File: config.mk
export PLATFORM = sky130hd
export DESIGN_NAME = pipe_stage_ctrl
export DESIGN_NICKNAME = d
export VERILOG_FILES = /design/src/rtl/pipe_stage_ctrl.sv
export SDC_FILE = /design/constraint.sdc
export NUM_CORES = 1
export LEC_CHECK = 0
export ABC_AREA = 1
export BUFFER_PORTS_ARGS = -buffer_cell sky130_fd_sc_hd__buf_2
export CAP_MARGIN = 10
export CORE_MARGIN = 5
export CORE_UTILIZATION = 46
export DETAILED_ROUTE_END_ITERATION = 8
export GPL_ROUTABILITY_DRIVEN = 1
export PLACE_DENSITY = 0.79
export SLEW_MARGIN = 20
export SYNTH_ARGS = -nofsm -noshare
export SYNTH_HDL_FRONTEND = slang
export SYNTH_SLANG_ARGS = --single-unit
File: constraint.sdc
create_clock -name aclk -period 3.3 [get_ports aclk]
set_input_delay 0.495 -clock aclk [delete_from_list [all_inputs] [get_ports aclk]]
set_output_delay 0.495 -clock aclk [all_outputs]
set_load 0.01 [all_outputs]
File: src/rtl/pipe_stage_ctrl.sv
// pipe_stage_ctrl: latch and handshake controller for one pipeline stage.
// It holds the stage's valid bit and opaque payload, counts down extra cycles
// for multi-cycle operations, reports handshake status to the neighbouring
// stages and to hazard detection, and keeps a saturating stall-cycle counter.
module pipe_stage_ctrl #(
  parameter int DATA_W = 64,
  parameter int CNT_W  = 4,
  parameter int PERF_W = 32
) (
  input  logic              aclk,
  input  logic              reset,
  input  logic              prev_valid_out,
  input  logic [DATA_W-1:0] payload_in,
  input  logic [CNT_W-1:0]  op_cycles,
  input  logic              write_en,
  input  logic              flush,
  input  logic              next_allow_in,
  output logic              allow_in,
  output logic              valid_out,
  output logic              stage_valid,
  output logic              busy,
  output logic [DATA_W-1:0] payload_out,
  output logic [PERF_W-1:0] stall_cycles
);

  localparam logic [CNT_W-1:0]  CNT_ONE  = CNT_W'(1);
  localparam logic [PERF_W-1:0] PERF_ONE = PERF_W'(1);

  // Saturating increment: the stall counter sticks at all-ones instead of
  // wrapping back to zero, so a long stall never looks like a short one.
  function automatic logic [PERF_W-1:0] sat_inc(input logic [PERF_W-1:0] v);
    logic [PERF_W-1:0] r;
    if (&v) r = v;
    else    r = v + PERF_ONE;
    return r;
  endfunction

  // Stage state
  logic              valid_p0;
  logic [DATA_W-1:0] payload_p0;
  logic [CNT_W-1:0]  cnt_p0;
  logic [PERF_W-1:0] perf_p0;

  // Handshake terms, derived from state plus the live control inputs
  logic ready_go;
  logic advance;
  logic held;

  // Combinational handshake: no registered delay between state and status.
  always_comb begin
    ready_go     = write_en && (cnt_p0 == '0);
    advance      = ready_go && next_allow_in;
    valid_out    = valid_p0 && ready_go;
    allow_in     = !valid_p0 || advance;
    busy         = valid_p0 && (cnt_p0 != '0);
    held         = valid_p0 && !advance && !flush;
    stage_valid  = valid_p0;
    payload_out  = payload_p0;
    stall_cycles = perf_p0;
  end

  // Valid bit and multi-cycle counter: flush beats accept, accept beats
  // countdown. The countdown ignores write_en/next_allow_in so a stalled
  // multi-cycle op still finishes its work while it waits.
  always_ff @(posedge aclk or posedge reset) begin
    if (reset) begin
      valid_p0 <= 1'b0;
      cnt_p0   <= '0;
    end else if (flush) begin
      valid_p0 <= 1'b0;
      cnt_p0   <= '0;
    end else if (allow_in) begin
      valid_p0 <= prev_valid_out;
      if (prev_valid_out) cnt_p0 <= op_cycles;
    end else if (valid_p0 && (cnt_p0 != '0)) begin
      cnt_p0 <= cnt_p0 - CNT_ONE;
    end
  end

  // Payload latch: loads only on a real accept; a flush leaves the old
  // payload visible so debug can still see what was killed.
  always_ff @(posedge aclk or posedge reset) begin
    if (reset) begin
      payload_p0 <= '0;
    end else if (!flush && allow_in && prev_valid_out) begin
      payload_p0 <= payload_in;
    end
  end

  // Stall counter: one tick per cycle a live instruction fails to leave,
  // except on a flush cycle where the instruction is being discarded.
  always_ff @(posedge aclk or posedge reset) begin
    if (reset) begin
      perf_p0 <= '0;
    end else if (held) begin
      perf_p0 <= sat_inc(perf_p0);
    end
  end

endmodule
Word level (Yosys, flattened, before mapping)
Cells that the tools add are included.
{"block": "op_classes", "bitwise_logic": 1, "shifts": 0, "n_lt_le_gt_ge": 0, "mul": 0, "n_addsub": 2, "muxes": 6, "reduce_logical": 19, "n_eq_ne": 1, "div": 0}
{"operator": "adder 32 x 1 -> 32 bit, second input constant", "count": 1}
{"operator": "AND reduction 32 bit", "count": 1}
{"operator": "2-to-1 mux 4 bit", "count": 4}
{"operator": "logical AND 1 bit", "count": 8}
{"operator": "logical NOT 4 bit", "count": 1}
{"operator": "AND reduction 2 bit", "count": 2}
{"operator": "nonzero test 4 bit", "count": 1}
{"operator": "subtractor 4 x 1 -> 4 bit, second input constant", "count": 1}
{"operator": "logical NOT 1 bit", "count": 3}
{"operator": "inequality test 3 bit, second input constant", "count": 1}
{"operator": "nonzero test 3 bit", "count": 1}
{"operator": "2-to-1 mux 1 bit", "count": 2}
{"operator": "nonzero test 2 bit", "count": 1}
{"operator": "logical OR 1 bit", "count": 1}
{"operator": "inverter 1 bit", "count": 1}
{"block": "totals", "wordCells": 33, "ramBits": 0, "romBits": 0, "register_bits": 101, "latch_bits": 0, "output_inout_bits": 100, "n_memories": 0, "input_bits": 74}

Longest topological paths before layout
Gate-level depths: netlist of the first run.
{"block": "logic_depth", "depth_word": 7, "mapped_depth": 12}

Worst setup path after synthesis of the first run
No wires, ideal clock.
{"block": "synth_path", "kind": "flip-flop to flip-flop", "from": "register perf_p0[0] (netlist: stall_cycles[0])", "to": "register perf_p0[9] (netlist: stall_cycles[9])", "required_time_ns": 3.184, "path_stages_with_launch": 13, "setup_time_ns": 0.116, "slack_ns": 1.485, "arrival_time_ns": 1.698, "cell_sequence": "dfrtp_1 ha_1 nand2_2 nor2_4 nand2_2 nor2_4 nand2_2 nand2_4 inv_2 buf_6 buf_6 nand2_1 nand2_1"}
{"block": "synth_between", "elab_chain_cells": 3}
{"item": "from (decl)", "line_no": "42", "rtl": "logic [PERF_W-1:0] perf_p0;"}
{"item": "from (signal assigned)", "line_no": "96", "rtl": "perf_p0 <= sat_inc(perf_p0);"}
{"item": "branches (longest 3 deep; another with adder 32 x 1 -> 32 bit)"}
Parallel ways; which one is timed is not known.
A chain may end at the register's enable or synchronous reset.

Worst setup path in the final report of the first run
Same ends and word-level chain as after synthesis.

==> results.json, run 1 <==
{
  "cts.clk_slew.worst_paths_ns": 0.11,
  "hold_violations": 0,
  "maxSlewViolCount": 0,
  "postCtsSetupRepairBufs": 0,
  "criticalPathCategory": "reg2reg",
  "syn_to_final_growth_pct": 23.30,
  "dieWidth_um": 114.4,
  "cp-end-kind": "flip-flop",
  "via_count_of_the_first_global_routing_pass": 4299,
  "die-area_sq_mm": 0.01308,
  "drt_iter0_drc": 384,
  "fin_util": 0.5749,
  "regToRegSetupSlack_ns": 1.06,
  "cts.root.buffer_cell": "sky130_fd_sc_hd__clkbuf_8",
  "grtUsageTotal": 0.1953,
  "post_synth_most_frequent_cells": "284 x sky130_fd_sc_hd__nand2_1, 101 x sky130_fd_sc_hd__dfrtp_1, 93 x sky130_fd_sc_hd__inv_1",
  "cpMostUsedCell": "sky130_fd_sc_hd__nand2_2",
  "htree_num_levels": 3,
  "grt_start_max_net_pins": 86,
  "timing.critical_path.buf_inv": 1,
  "crit_slowest_cell": "sky130_fd_sc_hd__dfrtp_1",
  "rsz0062_at_grt": "no",
  "overall_power_of_the_completed_layout_mw": 3.120,
  "antenna_cells_inserted": 0,
  "power_density_mw_per_mm2": 505.2,
  "yosysWarningCount": 0,
  "gp_congestion": 0.8621,
  "clock_tree.buffer_depth": 2,
  "layout_skew_ns": 0.01397,
  "clock_sinks": 101,
  "hold_class": "in2async",
  "detail_route.wirelength_um": 12390,
  "synthCells": 680,
  "num-nets-final": 921,
  "layout-drive-gt1-share": 0.2391,
  "remaining_antenna_violation_count": 0,
  "detailedPlacementHpwl_um": 9369,
  "route.detailed.drc": 0,
  "transition_time_at_the_pin_with_the_least_slew_margin_ns": 0.7114,
  "timing.final.crit_period_ns": 2.240,
  "dpl_cell_area_sq_mm": 0.005986,
  "grt_first_pass_wirelength_um": 20560,
  "period_share": 0.6787,
  "filler_cell_count": 1041,
  "via_cell_ratio": 4.646,
  "die_height_um": 114.4,
  "r2r_cell_count": 10,
  "cp_max_fo": 36,
  "hold_ws_ns": 0.2431,
  "portBuffers": 173,
  "synth_fp_nets": 757,
  "cts_bufs_inserted": 9,
  "synth.most_common_cell": "sky130_fd_sc_hd__nand2_1",
  "setup-tns-final_ns": 0,
  "asyncSetResetFlopFracSynth": 1.000,
  "routed-via-count": 4595,
  "placement_row_count": 38,
  "family_with_the_most_delay_on_the_worst_path": "simple AND/OR/NAND/NOR gates",
  "core_area_sq_mm": 0.01075,
  "initial_utilization": 0.4662,
  "run_status": "completed",
  "synth_largest_area_cell": "sky130_fd_sc_hd__dfrtp_1",
  "drt-wirelength-per-cell_um": 12.53,
  "worstPathRequired_ns": 3.55,
  "insertion_delay_ns": 0.37,
  "dr.pass1.iters": 4,
  "grt-ovfl-total": 0,
  "synth_enable_flop_cells": 0,
  "slew-limit-headroom": 0.5258,
  "cellLeakagePower_nw": 3.508,
  "critical_path_cell_count": 10,
  "synthFlopType": "sky130_fd_sc_hd__dfrtp_1",
  "summed_instance_area_of_the_synthesized_netlist_sq_mm": 0.005010,
  "crit_path_max_incr_delay_ns": 0.45,
  "number_of_ports_placed_on_the_die_boundary": 174,
  "antenna_found_initial": 0,
  "critical_path_cell_by_cell": "ha_1 > nand2_2 > nor2_4 > nand2_2 > nor2_4 > nand2_2 > nand2_4 > inv_2 > nand2_1 > nand2_1",
  "netlist.area_leader.share": 0.5045,
  "cts_tree": "yes",
  "post_route_standard_cell_area_excluding_fillers_sq_mm": 0.006177,
  "cap_viol_max_count": 0,
  "cts.hold.buffers_added": 0,
  "postSynthRegisterBits": 101,
  "max_freq_mhz": 446.5,
  "synthesis.area_per_instance_sq_um": 7.367,
  "crit_arrival_ns": 2.49,
  "cts-resized-gates": 0,
  "finalSetupViolCount": 0,
  "yosysUniqueCellTypes": 21,
  "peakVddDrop_v": 0.0003476,
  "setup.worst_path.start_class": "flip-flop",
  "yosysSeqAreaShare": 0.5045,
  "post_synth_main_area_contributors": "sky130_fd_sc_hd__dfrtp_1 50%, sky130_fd_sc_hd__nand2_1 21%, sky130_fd_sc_hd__inv_1 7.0%"
}
## logic make-up after synthesis
kind of cell,synth area share
compound gates,0.06993
buf+inv,0.09516
simple gates,0.2984
flops,0.5045
fa+ha+maj,0.007493
xor+xnor,0.02447
## report_power, final
group | total, mW | leakage, nW | internal, mW | switching (mW)
Sequential | 1.58 | 1.30 | 1.44 | 0.134
Combinational | 0.784 | 2.11 | 0.319 | 0.465
Clock | 0.761 | 0.0936 | 0.292 | 0.469
Total | 3.12 | 3.51 | 2.05 | 1.07
## flip-flops by register name, summed over array words and instances, names as in the netlist
| name | cells |
|---|---|
| payload_out | 64 |
| stall_cycles | 32 |
| stage_valid | 1 |
| cnt_p0 | 4 |
## worst reg2reg max path, stage by stage (launching register included)
cell and delay (ns):
sky130_fd_sc_hd__dfrtp_1 0.45, sky130_fd_sc_hd__ha_1 0.32, sky130_fd_sc_hd__nand2_2 0.10, sky130_fd_sc_hd__nor2_4 0.11, sky130_fd_sc_hd__nand2_2 0.12, sky130_fd_sc_hd__nor2_4 0.15, sky130_fd_sc_hd__nand2_2 0.07, sky130_fd_sc_hd__nand2_4 0.29
sky130_fd_sc_hd__inv_2 0.31, sky130_fd_sc_hd__nand2_1 0.15, sky130_fd_sc_hd__nand2_1 0.06
## stage by stage
stage	cells	setup WS (ns)
after global placement	973	1.138
after global routing	989	0.8307
final	989	1.060
after CTS	989	1.054
after detailed placement	973	1.081
after floorplan	680	0.1579
## layout make-up
type | count | area, sq um | share of cell area
well taps | 140 | 175.2 | 0.02836
clock buffers | 9 | 123.9 | 0.02005
inverters | 95 | 359.1 | 0.05813
multi-input cells | 462 | 2018 | 0.3267
flip-flops and latches | 101 | 2527 | 0.4092
repair buffers | 175 | 905.9 | 0.1466
clock inverters | 7 | 67.56 | 0.01094
## layer usage
layer,up-vias,share of wire,global-route usage
met1,2039,0.44,0.2607
li1,2393,-,-
met5,-,0,0
met4,0,0.018,0.06492
met3,15,0.068,0.04017
met2,148,0.47,0.3193
## placed cells by master, fill, tap and decap left out, types with 3 or more instances in the layout
master and count:
sky130_fd_sc_hd__xnor2_1 4, sky130_fd_sc_hd__nand3_1 24, sky130_fd_sc_hd__xor2_1 10, sky130_fd_sc_hd__o21ai_1 64
sky130_fd_sc_hd__nor2_1 54, sky130_fd_sc_hd__nand2_2 4, sky130_fd_sc_hd__o21ai_0 6, sky130_fd_sc_hd__clkbuf_8 9
sky130_fd_sc_hd__inv_1 92, sky130_fd_sc_hd__nand2_1 284, sky130_fd_sc_hd__buf_2 173, sky130_fd_sc_hd__inv_6 3
sky130_fd_sc_hd__ha_1 3, sky130_fd_sc_hd__dfrtp_1 101
## path summary, 6_finish.rpt
path / startpoint / endpoint
max: stall_cycles[0] / stall_cycles[9]
max reg2reg: stall_cycles[0] / stall_cycles[9]
min reg2reg: cnt_p0[0] / cnt_p0[0]
max in group asynchronous: reset / stall_cycles[18]
min in group aclk: payload_in[33] / payload_out[33]
min: reset / payload_out[59]
(Power assumes the default switching activity.)
==> run 2, diff against run 1 <==
--- a/config.mk
+++ b/config.mk
@@ -5,14 +5,14 @@
 export SDC_FILE = /design/constraint.sdc
 export NUM_CORES = 1
 export LEC_CHECK = 0
-export ABC_AREA = 1
+export ABC_AREA = 0
 export BUFFER_PORTS_ARGS = -buffer_cell sky130_fd_sc_hd__buf_2
 export CAP_MARGIN = 10
 export CORE_MARGIN = 5
-export CORE_UTILIZATION = 46
+export CORE_UTILIZATION = 48
 export DETAILED_ROUTE_END_ITERATION = 8
 export GPL_ROUTABILITY_DRIVEN = 1
-export PLACE_DENSITY = 0.79
+export PLACE_DENSITY = 0.81
 export SLEW_MARGIN = 20
 export SYNTH_ARGS = -nofsm -noshare
 export SYNTH_HDL_FRONTEND = slang
==> constraint.sdc (replaced) <==
create_clock -name aclk -period 2.1 [get_ports aclk]
set_input_delay 0.315 -clock aclk [delete_from_list [all_inputs] [get_ports aclk]]
set_output_delay 0.315 -clock aclk [all_outputs]
set_load 0.01 [all_outputs]
==> results.json, run 2 <==
{
  "power.share.combinational": 0.289,
  "yosysSeqAreaShare": 0.5575,
  "sw_frac_of_total": 0.3012,
  "netlist.area_leader.share": 0.5575,
  "via_cell_ratio": 5.202,
  "yosysWarningCount": 0,
  "reg2reg_from": "cnt_p0[1]",
  "transition_time_at_the_pin_with_the_least_slew_margin_ns": 0.6245,
  "rsz0062_at_grt": "yes",
  "hold_violations": 0,
  "dpl_cell_area_sq_mm": 0.005612,
  "remaining_antenna_violation_count": 0,
  "cts_bufs_inserted": 9,
  "grtUsageTotal": 0.1985,
  "number_of_ports_placed_on_the_die_boundary": 174,
  "syn_to_final_growth_pct": 29.34,
  "finalSetupViolCount": 49,
  "peakVddDrop_v": 0.0004730,
  "detailedPlacementHpwl_um": 8434,
  "power_density_mw_per_mm2": 884.2,
  "timing.final.crit_period_ns": 2.144,
  "dr.pass1.iters": 4,
  "synth_fp_nets": 409,
  "cts.root.buffer_cell": "sky130_fd_sc_hd__clkbuf_8",
  "detail_route.wirelength_um": 11290,
  "dieWidth_um": 107.2,
  "layout.cells.most_common_list": "172 x sky130_fd_sc_hd__buf_2, 101 x sky130_fd_sc_hd__dfrtp_1, 49 x sky130_fd_sc_hd__mux2_4, 22 x sky130_fd_sc_hd__xnor2_1, 17 x sky130_fd_sc_hd__mux2_2",
  "postSynthRegisterBits": 101,
  "overall_power_of_the_completed_layout_mw": 5.184,
  "gp_congestion": 0.7882,
  "synthCells": 332,
  "slew-limit-headroom": 0.5837,
  "cellLeakagePower_nw": 3.007,
  "grt-ovfl-total": 0,
  "die-area_sq_mm": 0.01149,
  "crit_arrival_ns": 2.38,
  "hold_class": "in2async",
  "cts.hold.buffers_added": 0,
  "clock_sinks": 101,
  "failed_checks": "negative setup slack",
  "initial_utilization": 0.4906,
  "layout_skew_ns": 0.01166,
  "r2r-end": "payload_out[35]",
  "crit_path_max_incr_delay_ns": 0.41,
  "drt-wirelength-per-cell_um": 17.12,
  "cp_max_fo": 57,
  "drt_iter0_drc": 193,
  "layout-drive-gt1-share": 0.5434,
  "max_freq_mhz": 466.5,
  "final_common_cell": "sky130_fd_sc_hd__buf_2",
  "clock_tree.buffer_depth": 2,
  "wl_met1_um": 4500,
  "cap_viol_max_count": 0,
  "share_clk_of_total_power": 0.216,
  "route.detailed.drc": 0,
  "synth_enable_flop_cells": 0,
  "post_route_standard_cell_area_excluding_fillers_sq_mm": 0.005863,
  "portBuffers": 173,
  "core_area_sq_mm": 0.009240,
  "criticalPathCategory": "reg2reg",
  "placement_row_count": 35,
  "largest_reg_flops": 64,
  "layout_setup_ws_ns": -0.04377,
  "met3_length_um": 895,
  "num-nets-final": 602,
  "via_count_of_the_first_global_routing_pass": 3569,
  "synthFlopType": "sky130_fd_sc_hd__dfrtp_1",
  "internal-power_mw": 3.623,
  "die_height_um": 107.2,
  "synthesis.area_per_instance_sq_um": 13.65,
  "maxUsedRoutingLayer": "met4",
  "worstPathRequired_ns": 2.34,
  "antenna_cells_inserted": 0,
  "cp-end-kind": "flip-flop",
  "grt_start_max_net_pins": 58,
  "asyncSetResetFlopFracSynth": 1.000,
  "grt_first_pass_wirelength_um": 18130,
  "synth.most_common_cell": "sky130_fd_sc_hd__dfrtp_1",
  "setup.worst_path.start_class": "flip-flop",
  "run_status": "complete, but fails checks",
  "r2r_cell_count": 8,
  "synth_largest_area_cell": "sky130_fd_sc_hd__dfrtp_1",
  "regToRegSetupSlack_ns": -0.04,
  "yosysUniqueCellTypes": 41,
  "antenna_found_initial": 0,
  "critical_path_cell_by_cell": "inv_2 > ha_1 > or3b_4 > o21ai_4 > buf_4 > nand3b_4 > buf_12 > mux2_4",
  "cts.clk_slew.worst_paths_ns": 0.09,
  "cts_tree": "yes",
  "post_synth_most_frequent_cells": "101 x sky130_fd_sc_hd__dfrtp_1, 49 x sky130_fd_sc_hd__mux2_4, 22 x sky130_fd_sc_hd__xnor2_1",
  "crit_slowest_cell": "sky130_fd_sc_hd__dfrtp_1",
  "maxSlewViolCount": 0,
  "filler_cell_count": 706,
  "htree_num_levels": 3,
  "period_share": 1.021,
  "met2_wirelength_um": 5725,
  "insertion_delay_ns": 0.35,
  "post_synth_main_area_contributors": "sky130_fd_sc_hd__dfrtp_1 56%, sky130_fd_sc_hd__mux2_4 16%, sky130_fd_sc_hd__xnor2_1 4.3%",
  "share_seq_of_total_power": 0.495,
  "net-switching-power_mw": 1.561,
  "routed-via-count": 3428,
  "summed_instance_area_of_the_synthesized_netlist_sq_mm": 0.004533
}
run 2: cell count changes in the layout (fill, tap and decap cells not counted), sizes merged, moves of 9 or more:
cell	delta
nand2	-273
xnor2	+18
nand3	-10
nand4	+13
buf	+17
and3	+9
mux2	+66
o21ai	-65
nor2	-44
inv	-91
run 2: critical path, delay by kind of cell (launching register included):
kind	cells	cell delay (ns)
AND/OR/NAND/NOR	2	0.50
buffers and inverters	3	0.44
flip-flops	1	0.41
multiplexers	1	0.35
AO/OA/AOI/OAI	1	0.17
adder cells (fa/ha/maj)	1	0.13
run 2: through the flow:
step                      TNS [ns]  hold WS (ns)  utilization  instances  worst slack, ns
after floorplan             -2.886        0.3781            -        332         -0.05939
after global placement           0        0.4696       0.6073        639          0.07430
after detailed placement  -0.05052        0.4860       0.6073        639        -0.009333
after CTS                   -1.142        0.1579       0.6305        658         -0.04326
after global routing        -5.821        0.1562       0.6345        659          -0.1222
final                       -1.005        0.1396       0.6345        659         -0.04377
run 2: worst max-delay path by stage:
stage,from,depth (start not counted),endpoint
5_1_grt,cnt_p0[1],8,payload_out[31]
3_3_place_gp,cnt_p0[1],7,payload_out[5]
3_5_place_dp,cnt_p0[1],7,payload_out[35]
6_report,cnt_p0[1],8,payload_out[35]
4_1_cts,cnt_p0[1],8,payload_out[35]
2_1_floorplan,cnt_p0[0],9,payload_out[10]
run 2: final cells by class:
cell class | count | area, sq um | area share
sequential | 101 | 2527 | 0.4311
timing repair buffer | 192 | 1035 | 0.1765
inverter | 8 | 33.78 | 0.005762
clock inverter | 3 | 20.02 | 0.003414
multi-input combinational | 213 | 1927 | 0.3286
tap | 129 | 161.4 | 0.02753
clock buffer | 13 | 158.9 | 0.02710
run 2: timing repair:
| item | 4_1_cts | 5_1_grt |
|---|---|---|
| cloned | 0 | 0 |
| setup endpoints to repair | 49 | 80 |
| pin swaps | 1 | 0 |
| resized for setup | 5 | 7 |
| buffers inserted | 3 | 1 |
run 2: metal layers:
| metal | vias up | global-route usage |
|---|---|---|
| li1 | 1572 | - |
| met1 | 1681 | 0.2424 |
| met2 | 158 | 0.3400 |
| met3 | 17 | 0.05900 |
| met4 | 0 | 0.05662 |
| met5 | - | 0 |
run 2: power by group through the flow:
stage	clock, mW	combinational, mW	sequential, mW
global placement	0	1.41	2.57
CTS	1.17	1.51	2.57
global route	1.25	1.61	2.61
detailed placement	0	1.46	2.60
finish	1.12	1.50	2.57
floorplan	0	0.695	2.74
run 2: logic make-up (layout without fill, tap and decap cells):
logic type               Yosys count  count (layout)  share of synthesized area
AO/OA/AOI/OAI                     23              23                    0.03506
XOR/XNOR                          27              27                    0.05217
adder cells (fa/ha/maj)            3               3                   0.008281
buffers and inverters             18             216                    0.02567
flip-flops                       101             101                     0.5575
multiplexers                      68              68                     0.2089
AND/OR/NAND/NOR                   92              92                     0.1123
